### src/rtl/digit_serial_sub_pkg.sv
// Shared types and helpers for the digit-serial subtractor: FSM encoding,
// counter sizing and the one-bit full subtractor used by the digit slice.
package digit_serial_sub_pkg;

  typedef enum logic [1:0] {
    ST_IDLE = 2'd0,
    ST_RUN  = 2'd1,
    ST_DONE = 2'd2
  } state_t;

  // Width of a counter that must represent 0..n (CLOG2(n+1)), never below 1.
  function automatic int cnt_width(input int n);
    return (n < 1) ? 1 : $clog2(n + 1);
  endfunction

  // One-bit full subtractor: returns {borrow_out, difference}.
  function automatic logic [1:0] full_sub(input logic x, input logic y, input logic bi);
    return {(~x & y) | (~(x ^ y) & bi), x ^ y ^ bi};
  endfunction

endpackage

### src/rtl/digit_serial_sub_digit.sv
// Combinational DIGIT-bit ripple subtractor slice: {bout, d} = x - y - bin.
module sub_digit
  import digit_serial_sub_pkg::*;
#(
  parameter int DIGIT = 1
) (
  input  logic [DIGIT-1:0] x,
  input  logic [DIGIT-1:0] y,
  input  logic             bin,
  output logic [DIGIT-1:0] d,
  output logic             bout
);

  // Borrow ripples LSB to MSB through the full-subtractor chain.
  always_comb begin
    logic c;
    c = bin;
    d = '0;
    for (int i = 0; i < DIGIT; i++) begin
      {c, d[i]} = full_sub(x[i], y[i], c);
    end
    bout = c;
  end

endmodule

### src/rtl/digit_serial_sub.sv
// Multi-cycle subtractor: dif = a - b - bin over WIDTH bits, DIGIT bits per
// clock, LSB digit first, with start/busy/done handshake and held results.
module digit_serial_sub
  import digit_serial_sub_pkg::*;
#(
  parameter int WIDTH = 8,
  parameter int DIGIT = 1
) (
  input  logic             clk,
  input  logic             rst_n,
  input  logic             start,
  input  logic [WIDTH-1:0] a,
  input  logic [WIDTH-1:0] b,
  input  logic             bin,
  output logic             busy,
  output logic             done,
  output logic [WIDTH-1:0] dif,
  output logic             bor,
  output logic             ovf
);

  localparam int N  = WIDTH / DIGIT;
  localparam int CW = cnt_width(N);

  if ((WIDTH % DIGIT) != 0) begin : g_bad_digit
    $error("digit_serial_sub: WIDTH (%0d) must be a multiple of DIGIT (%0d)", WIDTH, DIGIT);
  end

  state_t           state;
  logic [WIDTH-1:0] a_sh;
  logic [WIDTH-1:0] b_sh;
  logic             brw;
  logic             a_msb;
  logic             b_msb;
  logic [CW-1:0]    cnt;
  logic [DIGIT-1:0] d_dig;
  logic             b_out;
  logic [WIDTH-1:0] res_next;
  logic             ovf_next;
  logic             last;
  logic             run;

  sub_digit #(.DIGIT(DIGIT)) u_sub_digit (
    .x    (a_sh[DIGIT-1:0]),
    .y    (b_sh[DIGIT-1:0]),
    .bin  (brw),
    .d    (d_dig),
    .bout (b_out)
  );

  assign run  = (state == ST_RUN);
  assign last = (cnt == CW'(N - 1));

  // The partial result fills from the MSB side; only its upper WIDTH-DIGIT
  // bits need storing, the newest digit comes straight from the slice.
  if (DIGIT == WIDTH) begin : g_single
    assign res_next = d_dig;
  end else begin : g_multi
    logic [WIDTH-DIGIT-1:0] res_sh;

    always_ff @(posedge clk or negedge rst_n) begin
      if (!rst_n) begin
        res_sh <= '0;
      end else if (run) begin
        res_sh <= res_next[WIDTH-1:DIGIT];
      end else begin
        res_sh <= res_sh;
      end
    end

    assign res_next = {d_dig, res_sh};
  end

  assign ovf_next = (a_msb != b_msb) && (res_next[WIDTH-1] != a_msb);

  // FSM, operand shifters, digit counter and held output registers.
  always_ff @(posedge clk or negedge rst_n) begin
    if (!rst_n) begin
      state <= ST_IDLE;
      a_sh  <= '0;
      b_sh  <= '0;
      brw   <= 1'b0;
      a_msb <= 1'b0;
      b_msb <= 1'b0;
      cnt   <= '0;
      busy  <= 1'b0;
      done  <= 1'b0;
      dif   <= '0;
      bor   <= 1'b0;
      ovf   <= 1'b0;
    end else begin
      case (state)
        ST_IDLE, ST_DONE: begin
          done <= 1'b0;
          if (start) begin
            state <= ST_RUN;
            busy  <= 1'b1;
            a_sh  <= a;
            b_sh  <= b;
            brw   <= bin;
            a_msb <= a[WIDTH-1];
            b_msb <= b[WIDTH-1];
            cnt   <= '0;
          end else begin
            state <= ST_IDLE;
            busy  <= 1'b0;
          end
        end
        ST_RUN: begin
          a_sh <= a_sh >> DIGIT;
          b_sh <= b_sh >> DIGIT;
          brw  <= b_out;
          cnt  <= cnt + CW'(1);
          if (last) begin
            state <= ST_DONE;
            busy  <= 1'b0;
            done  <= 1'b1;
            dif   <= res_next;
            bor   <= b_out;
            ovf   <= ovf_next;
          end else begin
            state <= ST_RUN;
          end
        end
        default: begin
          state <= ST_IDLE;
          busy  <= 1'b0;
          done  <= 1'b0;
        end
      endcase
    end
  end

endmodule
### config.mk
export PLATFORM = sky130hd
export DESIGN_NAME = digit_serial_sub
export DESIGN_NICKNAME = d
export VERILOG_FILES = /design/src/rtl/digit_serial_sub_pkg.sv /design/src/rtl/digit_serial_sub_digit.sv /design/src/rtl/digit_serial_sub.sv
export SDC_FILE = /design/constraint.sdc
export NUM_CORES = 1
export LEC_CHECK = 0
export ABC_CLOCK_PERIOD_IN_PS = 1900
export CAP_MARGIN = 0
export CORE_MARGIN = 1
export CORE_UTILIZATION = 50
export DETAILED_ROUTE_END_ITERATION = 10
export GPL_TIMING_DRIVEN = 0
export PLACE_DENSITY_LB_ADDON = 0.15
export SYNTH_ARGS = -nofsm -noshare
export SYNTH_HDL_FRONTEND = slang
export SYNTH_SLANG_ARGS = --single-unit
export TNS_END_PERCENT = 100
### constraint.sdc
create_clock -name clk -period 1.9 [get_ports clk]
set_clock_uncertainty 0.2 [all_clocks]
set_input_delay 0.19 -clock clk [delete_from_list [all_inputs] [get_ports clk]]
set_output_delay 0.19 -clock clk [all_outputs]
set_load 0.01 [all_outputs]
Word-level counts from Yosys, hierarchy flattened:

Cells that the tools add are included.

* add/sub/neg operators: 1
* eq/ne operators: 7
* mux-type cells: 16
* bitwise gates (word level): 7
* reduce and logical (&&, ||, !) cells: 7

Operators by type and width (count)
* 8-bit case mux with 2 select lines: 2
* 8-bit 2-to-1 mux: 2
* 4-bit case mux with 2 select lines: 1
* 1-bit 2-to-1 mux: 6
* 2-bit AND reduction: 3
* 4-bit by 1-bit adder with 4-bit output, second input constant: 1
* 4-bit by 3-bit equality test with 1-bit output, second input constant: 1
* 4-bit 2-to-1 mux: 1
* 2-bit inequality test, second input constant: 2
* 1-bit case mux with 2 select lines: 2
* 2-bit case mux with 2 select lines: 1
* 1-bit bitwise AND: 2
* 2-bit by 1-bit equality test with 1-bit output, second input constant: 1
* 2-bit equality test, second input constant: 1
* 2-bit logical NOT: 1
* 2-bit 2-to-1 mux: 1
* 1-bit inequality test: 2
* 1-bit NOT: 2
* 2-bit nonzero test: 1
* 2-bit OR reduction: 1
* 1-bit XOR: 2
* 1-bit logical AND: 1
* 1-bit OR: 1

* bits in registers: 44
* input port bits: 20
* word-level logic and storage cells: 51

Longest topological paths before layout:

* word-level depth: 5
* depth in mapped cells: 5
* gate-level depth less buffers: 5

Modules after synthesis:

A second synthesis with hierarchy kept.

* cells, all modules: 144
* area total of the unflattened synthesis: 1844.3 sq um

Modules (own cells, without submodules)
* digit_serial_sub: times used 1, cells an instance 140, area each 1813.0 sq um, seq. area each 1101.1 sq um
* sub_digit: times used 1, cells an instance 4, area each 31.3 sq um, seq. area each 0.0 sq um

Least setup slack after synthesis:

No wires, ideal clock.

* path kind: reg2reg
* start: reg b_sh[0]
* end: reg ovf
* setup time: 125 ps
* data arrival time: 1335 ps
* path slack: 240 ps
* stages on the path, launching flop included: 6
* path buffers: 0
* period minus slack after synthesis: 1660 ps
* cell sequence: dfrtp_1 -> inv_1 -> fa_1 -> nand2b_1 -> o21ai_0 -> mux2_4

* cells in the longest elaborated chain, start to end: 4

Ends and longest elaborated chain
* start: declaration: line digit_serial_sub.sv:31 `logic [WIDTH-1:0] b_sh;`
* start signal: assignment: line digit_serial_sub.sv:111 `b_sh <= b_sh >> DIGIT;`
* 1-bit XOR (2 in a row): line digit_serial_sub_pkg.sv:18 `return {(~x & y) | (~(x ^ y) & bi), x ^ y ^ bi};`
* named net d_dig: line digit_serial_sub.sv:36 `logic [DIGIT-1:0] d_dig;`
* 1-bit inequality test: line digit_serial_sub.sv:74 `assign ovf_next = (a_msb != b_msb) && (res_next[WIDTH-1] != a_msb);`
* 1-bit logical AND: line digit_serial_sub.sv:74
* end signal: assignment: line digit_serial_sub.sv:120 `ovf <= ovf_next;`
* end: declaration: line digit_serial_sub.sv:19 `output logic ovf`

The timed path passes the listed nets, and every way through them passes these cells.
A chain may end at the register's enable or synchronous reset.

Worst setup path in the final report:

* start: reg a_sh[0]
* end: reg ovf

* cells in the longest elaborated chain, start to end: 4

Ends and longest elaborated chain
* start: declaration: line digit_serial_sub.sv:30 `logic [WIDTH-1:0] a_sh;`
* start signal: assignment: line digit_serial_sub.sv:110 `a_sh <= a_sh >> DIGIT;`
* 1-bit XOR (2 in a row): line digit_serial_sub_pkg.sv:18
* named net d_dig: line digit_serial_sub.sv:36
* 1-bit inequality test: line digit_serial_sub.sv:74
* 1-bit logical AND: line digit_serial_sub.sv:74

The timed path passes the listed nets, and every way through them passes these cells.

==> results.tsv <==
metric	value	unit
status	finished clean	
Tcrit/Tclk final	91.4	%
synth unique cells	30	
max-slew violations	0	
Area Overhead vs Synth	27.3	%
sequential area share after synthesis	57.3	%
CP cell instances	fa_1 > nand2b_1 > o21ai_0 > mux2_4	
slowest stage delay, CP	0.59	ns
post-cts gate resize count	0	
Worst slew margin	70.6	%
Final HPWL DP	2300	um
core area	3660	um^2
Warnings, synthesis	0	
mux share of post-synthesis cell area	9.84	%
final hold vios	0	
Chip Height	64.0	um
total grt overflow	0	
Root Buffer	clkbuf_8	
chip width	64.0	um
Layout Utilization	66.8	%
Synth Cell Area	1920	um^2
largest net degree at the start of global routing	27	
Die ar.	4090	um^2
initial antenna violation count	0	
Crit Path Category	flip-flop to flip-flop	
Tightest Pin Transition	0.442	ns
Comb pwr share	41.8	%
Yosys reg bits	44	
layout cell share with drive strength beyond 1	18.0	%
Max FO, Critical Path	4	
pwr/cell area	1720	nW/um^2
DRT Pass-1 Iters	4	
WP data arrival	1.73	ns
internal power	2.87	mW
ANT cells	0	
simple logic cell fraction of the synthesized area	10.9	%
startpoint class of the critical path	flip-flop	
cts bufs inserted	5	
Initial Util	52.5	%
Ports	32	
CTS Buffer Depth	2	
Cells after Synth	143	
CP endpoint kind	flip-flop	
first-pass GRT wire length	5720	um
PortBufs	31	
Total GRT Usage	18.8	%
First DRT Iteration DRCs	31	
register share of total power	38.6	%
total power	4.19	mW
Switch Pwr	1.32	mW
Via density	5.33	
H-tree Lvls	2	
Synth Area in XOR/XNOR	0	%
synthesized area per cell	13.4	um^2
Final min period	1.74	ns
Avg WL per Cell	14.2	um
P_leak	1.22	nW
switch share	31.5	%
synth top area cells	dfrtp_1 57%, a22o_1 7.8%, mux2_4 7.0%	
TritonCTS clock tree	yes	
Compound-Gate Fraction of Synth Area	15.9	%
number of global-route vias before repair	1237	
Final Setup Violations	0	
CTS clock-pin slew for the worst setup and hold paths	0.08	ns
maxcap violations	0	
# fillers	271	
CP max stage cell	fa_1	
GPL Wtd Cong	0.734	
synthesized-area fraction occupied by adder cells	1.69	%
Critical Path RT	1.89	ns
Min-Delay Path Class	input port to async pin	
RSZ-0062 raised after global routing	no	
DRC	0	
clk_lat worst skew	0.30	ns
Clock Sinks	44	
Core Rows	22	
Synth area leader	dfrtp_1	
FMAX	576	MHz
Net count, final	205	
post-synth top area share	57.3	%
Peak VDD IR	837	uV
vias post-DR	1231	
syn nets	165	
Post-Route WL	3280	um
Post-DRT Antenna Nets	0	
largest family of logic cells by synthesized area	compound AO/OA/AOI/OAI gates	
clock share of power	19.5	%
[cells in the final DEF (no fill, tap or decap), types with 2 or more instances in the layout]
cell | synthesis | final
dfrtp_1 | 44 | 44
clkdlybuf4s50_1 | 0 | 30
nand2_1 | 21 | 21
a22o_1 | 17 | 17
a21o_1 | 14 | 14
mux2_4 | 9 | 9
clkbuf_8 | 0 | 5
buf_6 | 4 | 4
buf_4 | 3 | 3
inv_1 | 3 | 3
nor2_8 | 2 | 2
o21ai_0 | 2 | 2
nand2b_1 | 2 | 2
a221o_1 | 2 | 2
mux2_1 | 2 | 2
mux2i_1 | 2 | 2
bufinv_16 | 0 | 2
[repair_timing]
item                       in CTS  in global routing
hold buffers                    1                  0
hold endpoints to repair       44                  0
setup buffers                   0                  0
setup endpoints to repair       0                  0
[area by class of cell]
cell class                 count  area, um^2  area share, %
sequential                    44        1100           45.0
multi-input combinational     88         737           30.1
timing repair buffer          33         335           13.7
buffer                         8        71.3           2.92
clock buffer                   5        68.8           2.81
clock inverter                 2        60.1           2.46
tap                           48        60.1           2.46
inverter                       3        11.3          0.461
[metrics by stage]
step,hold WS [ns],instance area [um^2],cells,setup TNS (ns),setup WS [ns]
CTS,0.169,2440,231,0,0.157
finish,0.159,2440,231,0,0.164
global placement,0.259,2290,222,-27.84,-0.634
detailed placement,-0.0411,2310,223,0,0.155
floorplan,-0.306,1920,143,0,0.240
global route,0.192,2440,231,0,0.0928
[worst max-delay path: cells and delay by family (launching register included)]
| kind | cells | cell delay, ns |
|---|---|---|
| flops | 1 | 0.41 |
| compound gates | 1 | 0.07 |
| fa+ha+maj | 1 | 0.59 |
| simple gates | 1 | 0.12 |
| mux | 1 | 0.25 |
[sequential cells by signal (all words and copies together) (netlist names)]
register	count
ovf	1
g_multi.res_sh	7
bor	1
b_sh	8
a_msb	1
cnt	4
brw	1
b_msb	1
a_sh	8
busy	1
done	1
state	2
dif	8
[worst paths after layout]
check	cells after the start	slack, ns	from	endpoint
setup / recovery	4	0.16	a_sh[0]	ovf
hold / removal	2	0.16	rst_n	dif[0]
setup reg to reg	4	0.16	a_sh[0]	ovf
hold reg to reg	1	0.28	b_sh[1]	b_sh[1]
max in group asynchronous	3	0.86	rst_n	b_sh[1]
min in group clk	1	0.28	b_sh[1]	b_sh[1]
[synth_stat cells (all sizes together)]
cell type / n
a31o: 1
o21ai: 2
ha: 1
nand2b: 3
o31ai: 1
nor2b: 1
a21oi: 1
clkbuf: 1
fa: 1
nor2: 3
nand3b: 2
and2b: 2
dfrtp: 44
a221o: 2
buf: 7
nor3: 1
a22o: 17
inv: 3
a21o: 14
mux2: 12
mux2i: 2
nand2: 21
nand4: 1
[routing by layer]
metal | global-route usage [%] | part of all wire, %
met2 | 30.9 | 49
met1 | 23.5 | 45
met3 | 5.89 | 4.3
met5 | 0 | 0
met4 | 5.97 | 1.3
[cell families after synthesis]
kind of cell | count (synthesis)
AO/OA/AOI/OAI | 38
buffers and inverters | 11
adder cells (fa/ha/maj) | 2
AND/OR/NAND/NOR | 34
multiplexers | 14
flip-flops | 44
[power groups by stage]
| stage | clock [mW] | sequential [mW] | combinational, mW |
|---|---|---|---|
| 3_5_place_dp | 0 | 1.64 | 1.76 |
| 5_1_grt | 0.883 | 1.67 | 1.93 |
| 4_1_cts | 0.839 | 1.62 | 1.78 |
| 3_3_place_gp | 0 | 1.61 | 1.71 |
| 2_1_floorplan | 0 | 1.63 | 1.23 |
| 6_report | 0.819 | 1.62 | 1.75 |
No activity file was read; power rests on OpenSTA's default activity.
